[config.mk]
export PLATFORM = sky130hd
export DESIGN_NAME = dmem_arbiter
export DESIGN_NICKNAME = d
export VERILOG_FILES = /design/src/rtl/dmem_arbiter.sv
export SDC_FILE = /design/constraint.sdc
export NUM_CORES = 1
export LEC_CHECK = 0
export ABC_AREA = 0
export ABC_CLOCK_PERIOD_IN_PS = 5500
export CAP_MARGIN = 10
export CORE_AREA = 8 8 153 155
export CTS_CLUSTER_SIZE = 12
export DETAILED_ROUTE_END_ITERATION = 12
export DIE_AREA = 0 0 161 163
export PLACE_DENSITY_LB_ADDON = 0.08
export SYNTH_ARGS = -nofsm -noshare
export SYNTH_HDL_FRONTEND = slang
export SYNTH_SLANG_ARGS = --single-unit
[constraint.sdc]
create_clock -name clk -period 5.5 [get_ports clk]
set_input_delay 1.1 -clock clk [delete_from_list [all_inputs] [get_ports clk]]
set_output_delay 1.1 -clock clk [all_outputs]
set_load 0.05 [all_outputs]
[src/rtl/dmem_arbiter.sv]
// Round-robin arbiter between two requesters sharing a single-port data memory.
// One transaction is in flight at a time. Each access waits out a fixed latency
// model, performs a single memory cycle and then returns a one-cycle response.
//
// Handshake: a request transfers on a rising edge where reqN_valid && reqN_ready.
// Ready is combinational, asserted only in IDLE for the granted port. A requester
// holds valid and its fields stable until ready. Dropping valid earlier withdraws
// the request with no side effect. Responses are single-cycle pulses with no
// back-pressure.
module dmem_arbiter #(
  parameter int LATENCY = 5
) (
  input  logic        clk,
  input  logic        reset,
  input  logic        req0_valid,
  input  logic        req0_write,
  input  logic [31:0] req0_addr,
  input  logic [31:0] req0_wdata,
  output logic        req0_ready,
  output logic        resp0_valid,
  output logic [31:0] resp0_rdata,
  input  logic        req1_valid,
  input  logic        req1_write,
  input  logic [31:0] req1_addr,
  input  logic [31:0] req1_wdata,
  output logic        req1_ready,
  output logic        resp1_valid,
  output logic [31:0] resp1_rdata,
  output logic [31:0] mem_addr,
  output logic [31:0] mem_data,
  output logic        mem_write,
  output logic        mem_read,
  input  logic [31:0] mem_rdata,
  output logic [1:0]  dbg_state
);

  typedef enum logic [1:0] {
    S_IDLE   = 2'd0,
    S_WAIT   = 2'd1,
    S_ACCESS = 2'd2,
    S_RESP   = 2'd3
  } state_t;

  // Counter only ever holds values up to LATENCY-1.
  localparam int CW = (LATENCY > 1) ? $clog2(LATENCY) : 1;

  state_t        state_q, state_d;
  logic [CW-1:0] cnt_q, cnt_d;
  logic          rr_last_q;
  logic          id_q;
  logic          write_q;
  logic [31:0]   addr_q;
  logic [31:0]   wdata_q;
  logic [31:0]   resp0_rdata_q;
  logic [31:0]   resp1_rdata_q;

  logic          gnt_valid;
  logic          gnt_id;

  // Grant selection: the lone valid port, or the port that did not win last time.
  // Gated by reset so ready stays low while reset is held.
  always_comb begin
    gnt_valid = 1'b0;
    gnt_id    = 1'b0;
    if (reset && (state_q == S_IDLE)) begin
      if (req0_valid && req1_valid) begin
        gnt_valid = 1'b1;
        gnt_id    = ~rr_last_q;
      end else if (req0_valid) begin
        gnt_valid = 1'b1;
        gnt_id    = 1'b0;
      end else if (req1_valid) begin
        gnt_valid = 1'b1;
        gnt_id    = 1'b1;
      end
    end
  end

  assign req0_ready = gnt_valid && !gnt_id;
  assign req1_ready = gnt_valid &&  gnt_id;

  // Next-state logic for the access sequencer and its latency counter.
  always_comb begin
    state_d = state_q;
    cnt_d   = cnt_q;
    case (state_q)
      S_IDLE: begin
        if (gnt_valid) begin
          cnt_d   = CW'(LATENCY - 1);
          state_d = (LATENCY == 1) ? S_ACCESS : S_WAIT;
        end
      end
      S_WAIT: begin
        if (cnt_q == CW'(1)) begin
          cnt_d   = '0;
          state_d = S_ACCESS;
        end else begin
          cnt_d = cnt_q - CW'(1);
        end
      end
      S_ACCESS: state_d = S_RESP;
      S_RESP:   state_d = S_IDLE;
      default:  state_d = S_IDLE;
    endcase
  end

  // State and counter registers.
  always_ff @(posedge clk or negedge reset) begin
    if (!reset) begin
      state_q <= S_IDLE;
      cnt_q   <= '0;
    end else begin
      state_q <= state_d;
      cnt_q   <= cnt_d;
    end
  end

  // Request latch on acceptance, round-robin pointer, and per-port response data
  // captured at the close of the ACCESS cycle (stores return zero).
  always_ff @(posedge clk or negedge reset) begin
    if (!reset) begin
      rr_last_q     <= 1'b1;
      id_q          <= 1'b0;
      write_q       <= 1'b0;
      addr_q        <= '0;
      wdata_q       <= '0;
      resp0_rdata_q <= '0;
      resp1_rdata_q <= '0;
    end else begin
      if (gnt_valid) begin
        rr_last_q <= gnt_id;
        id_q      <= gnt_id;
        write_q   <= gnt_id ? req1_write : req0_write;
        addr_q    <= gnt_id ? req1_addr  : req0_addr;
        wdata_q   <= gnt_id ? req1_wdata : req0_wdata;
      end
      if (state_q == S_ACCESS) begin
        if (id_q) begin
          resp1_rdata_q <= write_q ? 32'h0 : mem_rdata;
        end else begin
          resp0_rdata_q <= write_q ? 32'h0 : mem_rdata;
        end
      end
    end
  end

  // Memory strobes decode purely from registered state, so they cannot glitch.
  assign mem_addr    = (state_q != S_IDLE) ? addr_q  : 32'h0;
  assign mem_data    = (state_q != S_IDLE) ? wdata_q : 32'h0;
  assign mem_write   = (state_q == S_ACCESS) &&  write_q;
  assign mem_read    = (state_q == S_ACCESS) && !write_q;

  assign resp0_valid = (state_q == S_RESP) && !id_q;
  assign resp1_valid = (state_q == S_RESP) &&  id_q;
  assign resp0_rdata = resp0_rdata_q;
  assign resp1_rdata = resp1_rdata_q;

  assign dbg_state   = state_q;

endmodule

==> impl_metrics.py <==
metrics = {
    "pwr": {
        "leakage_nw": 4.167,
        "cellPowerDensity_nw_per_um2": 719.8,
        "ir_worst_vdd_v": 0.0004136,
        "finalPower_mw": 7.170,
    },
    "yosys": {
        "synth_cells": 574,
        "yosysMostFrequentCell": "dfrtp_1",
        "synth_cell_types": 28,
        "synth_top_area_share_pct": 54.79,
        "synth_commonest_cells": "135 x dfrtp_1, 66 x a221o_1, 66 x nand2_1, 66 x nor2b_1, 66 x o21ai_0",
        "synth-seq-cells": 136,
        "ys.warnings.count": 0,
        "synth_flop_cell": "dfrtp_1",
        "synthesis.area_sq_um": 6166,
        "yosysTopAreaCell": "dfrtp_1",
        "yosysSeqAreaShare_pct": 55.22,
        "synth_edf_count": 0,
        "syn_avg_cell_area_sq_um": 10.74,
        "async_flop_share_pct": 100.0,
        "yosys-top-cells-area": "dfrtp_1 55%, a221o_1 11%, nor2b_1 6.7%",
        "synth_nets": 747,
    },
    "detailed_routing": {
        "route.detailed.drc": 0,
        "ant_nets": 0,
        "drt_iter0_drc": 231,
        "routedWlPerCell_um": 19.65,
        "drt_wl_total_mm": 22.48,
        "first_pass_iters": 4,
        "viasPerCell": 4.723,
        "dr_total_vias": 5403,
    },
    "placed_design": {
        "place_area_sq_um": 9371,
        "dp_hpwl_mm": 16.14,
        "port_buffers": 301,
        "place.gp.congestion": 0.7901,
        "dp.cells": 1112,
    },
    "setup_path": {
        "critical_path_required_ns": 4.40,
        "arrival_ns": 3.07,
        "critPathMaxFanout": 38,
        "r2r_start": "dbg_state[0]",
        "start_kind": "flip-flop",
        "cp-end-kind": "output pin",
        "path_class": "reg -> out",
        "cp-startpoint": "dbg_state[0]",
    },
    "finish": {
        "stdcell_count": 1144,
        "final_area_sq_um": 9961,
        "drive_gt1_share_pct": 5.524,
        "diodes": 0,
        "nNetsFinal": 1029,
        "area_growth_pct": 61.55,
    },
    "sta": {
        "holdWs_ns": 0.4789,
        "tightestPinTransition_ns": 1.079,
        "fin_skew_ns": 0.01039,
        "hold_viol_final": 0,
        "finalMaxSlewViolations": 0,
        "period_share_pct": 75.82,
        "fin_crit_ns": 4.170,
        "finalSetupViolations": 0,
        "clock.fmax_mhz": 239.8,
        "setup_tns_ns": 0,
        "rsz0062_at_grt": "no",
        "slew_headroom_pct": 28.04,
    },
    "worst_hold_path": {
        "min_path_type": "reg -> reg",
        "hp-start": "resp0_rdata[30]",
    },
    "floorplanning": {
        "die_h_um": 163,
        "ios": 302,
        "die_x_um": 161,
        "start_util_pct": 29.61,
        "core_sq_um": 20820,
        "fp-row-count": 53,
        "die-area_sq_um": 26240,
    },
    "run_status": {
        "outcome": "completed",
    },
    "clock_tree": {
        "clock_sinks": 136,
        "hold_buffers": 0,
        "cts_resized": 0,
        "cts_buffer_depth": 2,
        "insertion_delay_ns": 0.41,
        "clk_pin_slew_worst_paths_ns": 0.06,
        "clockRootBuffer": "clkbuf_16",
        "cts_tree": "yes",
        "numCtsBuffers": 17,
        "post-cts-setup-buffers": 0,
        "cts.htree.levels": 4,
    },
    "global_route": {
        "antenna_found_initial": 3,
        "grt_pass1_wl_mm": 34.51,
        "grt-ovfl-total": 0,
        "grt_pass1_vias": 5961,
        "grt_start_max_net_pins": 70,
        "grt.total_usage_pct": 16.88,
    },
    "run": {
        "max_cap_violations": 0,
    },
}
==> logic make-up after synthesis <==
family                   share of synthesized area [%]
AND/OR/NAND/NOR                                  21.29
AO/OA/AOI/OAI                                    17.41
flip-flops                                       55.22
buffers and inverters                            4.160
adder cells (fa/ha/maj)                          1.420
multiplexers                                    0.5073
==> worst paths after layout <==
check	to	slack, ns	cells past startpoint
min in group asynchronous	resp1_rdata[10]	0.63	1
worst max register to register	addr_q[21]	2.73	6
worst min register to register	resp0_rdata[30]	0.48	2
worst max-delay path	mem_addr[24]	1.33	5
max in group asynchronous	addr_q[20]	3.81	2
worst min-delay path	resp0_rdata[30]	0.48	2
==> layout make-up <==
type	count	area [sq um]
Multi-Input combinational cell	387	2534
Fill cell	1924	10860
Clock inverter	15	163.9
Timing Repair Buffer	308	3067
Clock buffer	17	425.4
Inverter	6	22.52
Tap cell	275	344.1
Sequential cell	136	3405
==> registers in the layout, summed over array words and instances, names as in the netlist <==
register	cells
cnt_q	3
addr_q	32
write_q	1
rr_last_q	1
wdata_q	32
resp0_rdata	32
id_q	1
resp1_rdata	32
dbg_state	2
==> report_power, final <==
group	switching [mW]	total (mW)	internal (mW)
Sequential	0.257	1.72	1.46
Combinational	2.77	4.31	1.54
Clock	0.465	1.14	0.678
==> cells in the final DEF (no fill, tap or decap), drive strengths merged, types with 2 or more instances in the layout <==
master / synthesis / final
o211ai: 2 / 2
buf: 13 / 8
a221o: 66 / 66
inv: 6 / 13
clkinv: 0 / 5
nor2b: 66 / 66
nand2: 66 / 66
dfrtp: 135 / 135
clkbuf: 32 / 17
and2: 67 / 67
bufinv: 0 / 2
ha: 7 / 7
o21ai: 66 / 66
mux2i: 2 / 2
nand2b: 34 / 34
a21o: 2 / 2
clkdlybuf4s50: 0 / 300
==> layer usage <==
metal / routed length [um] / vias to the layer above / GRT usage [%]
met3: 2227 / 36 / 7.760
met1: 9345 / 2554 / 20.04
li1: - / 2549 / -
met4: 531 / 6 / 6.061
met2: 10330 / 258 / 26.51
met5: 36 / - / 0
==> critical path, cell delays in order, from the launching register on <==
cell	delay [ns]
dfrtp_1	0.42
inv_1	0.14
ha_2	0.71
buf_4	0.52
nor2b_1	0.11
clkdlybuf4s50_1	0.73
==> per-stage QoR <==
| step | setup slack (ns) | util [%] |
|---|---|---|
| after floorplan | 2.133 | - |
| after global placement | 1.379 | 45.01 |
| after detailed placement | 1.381 | 45.01 |
| after CTS | 1.242 | 47.84 |
| after global routing | 1.120 | 47.84 |
| final | 1.330 | 47.84 |
(Power assumes the default switching activity.)
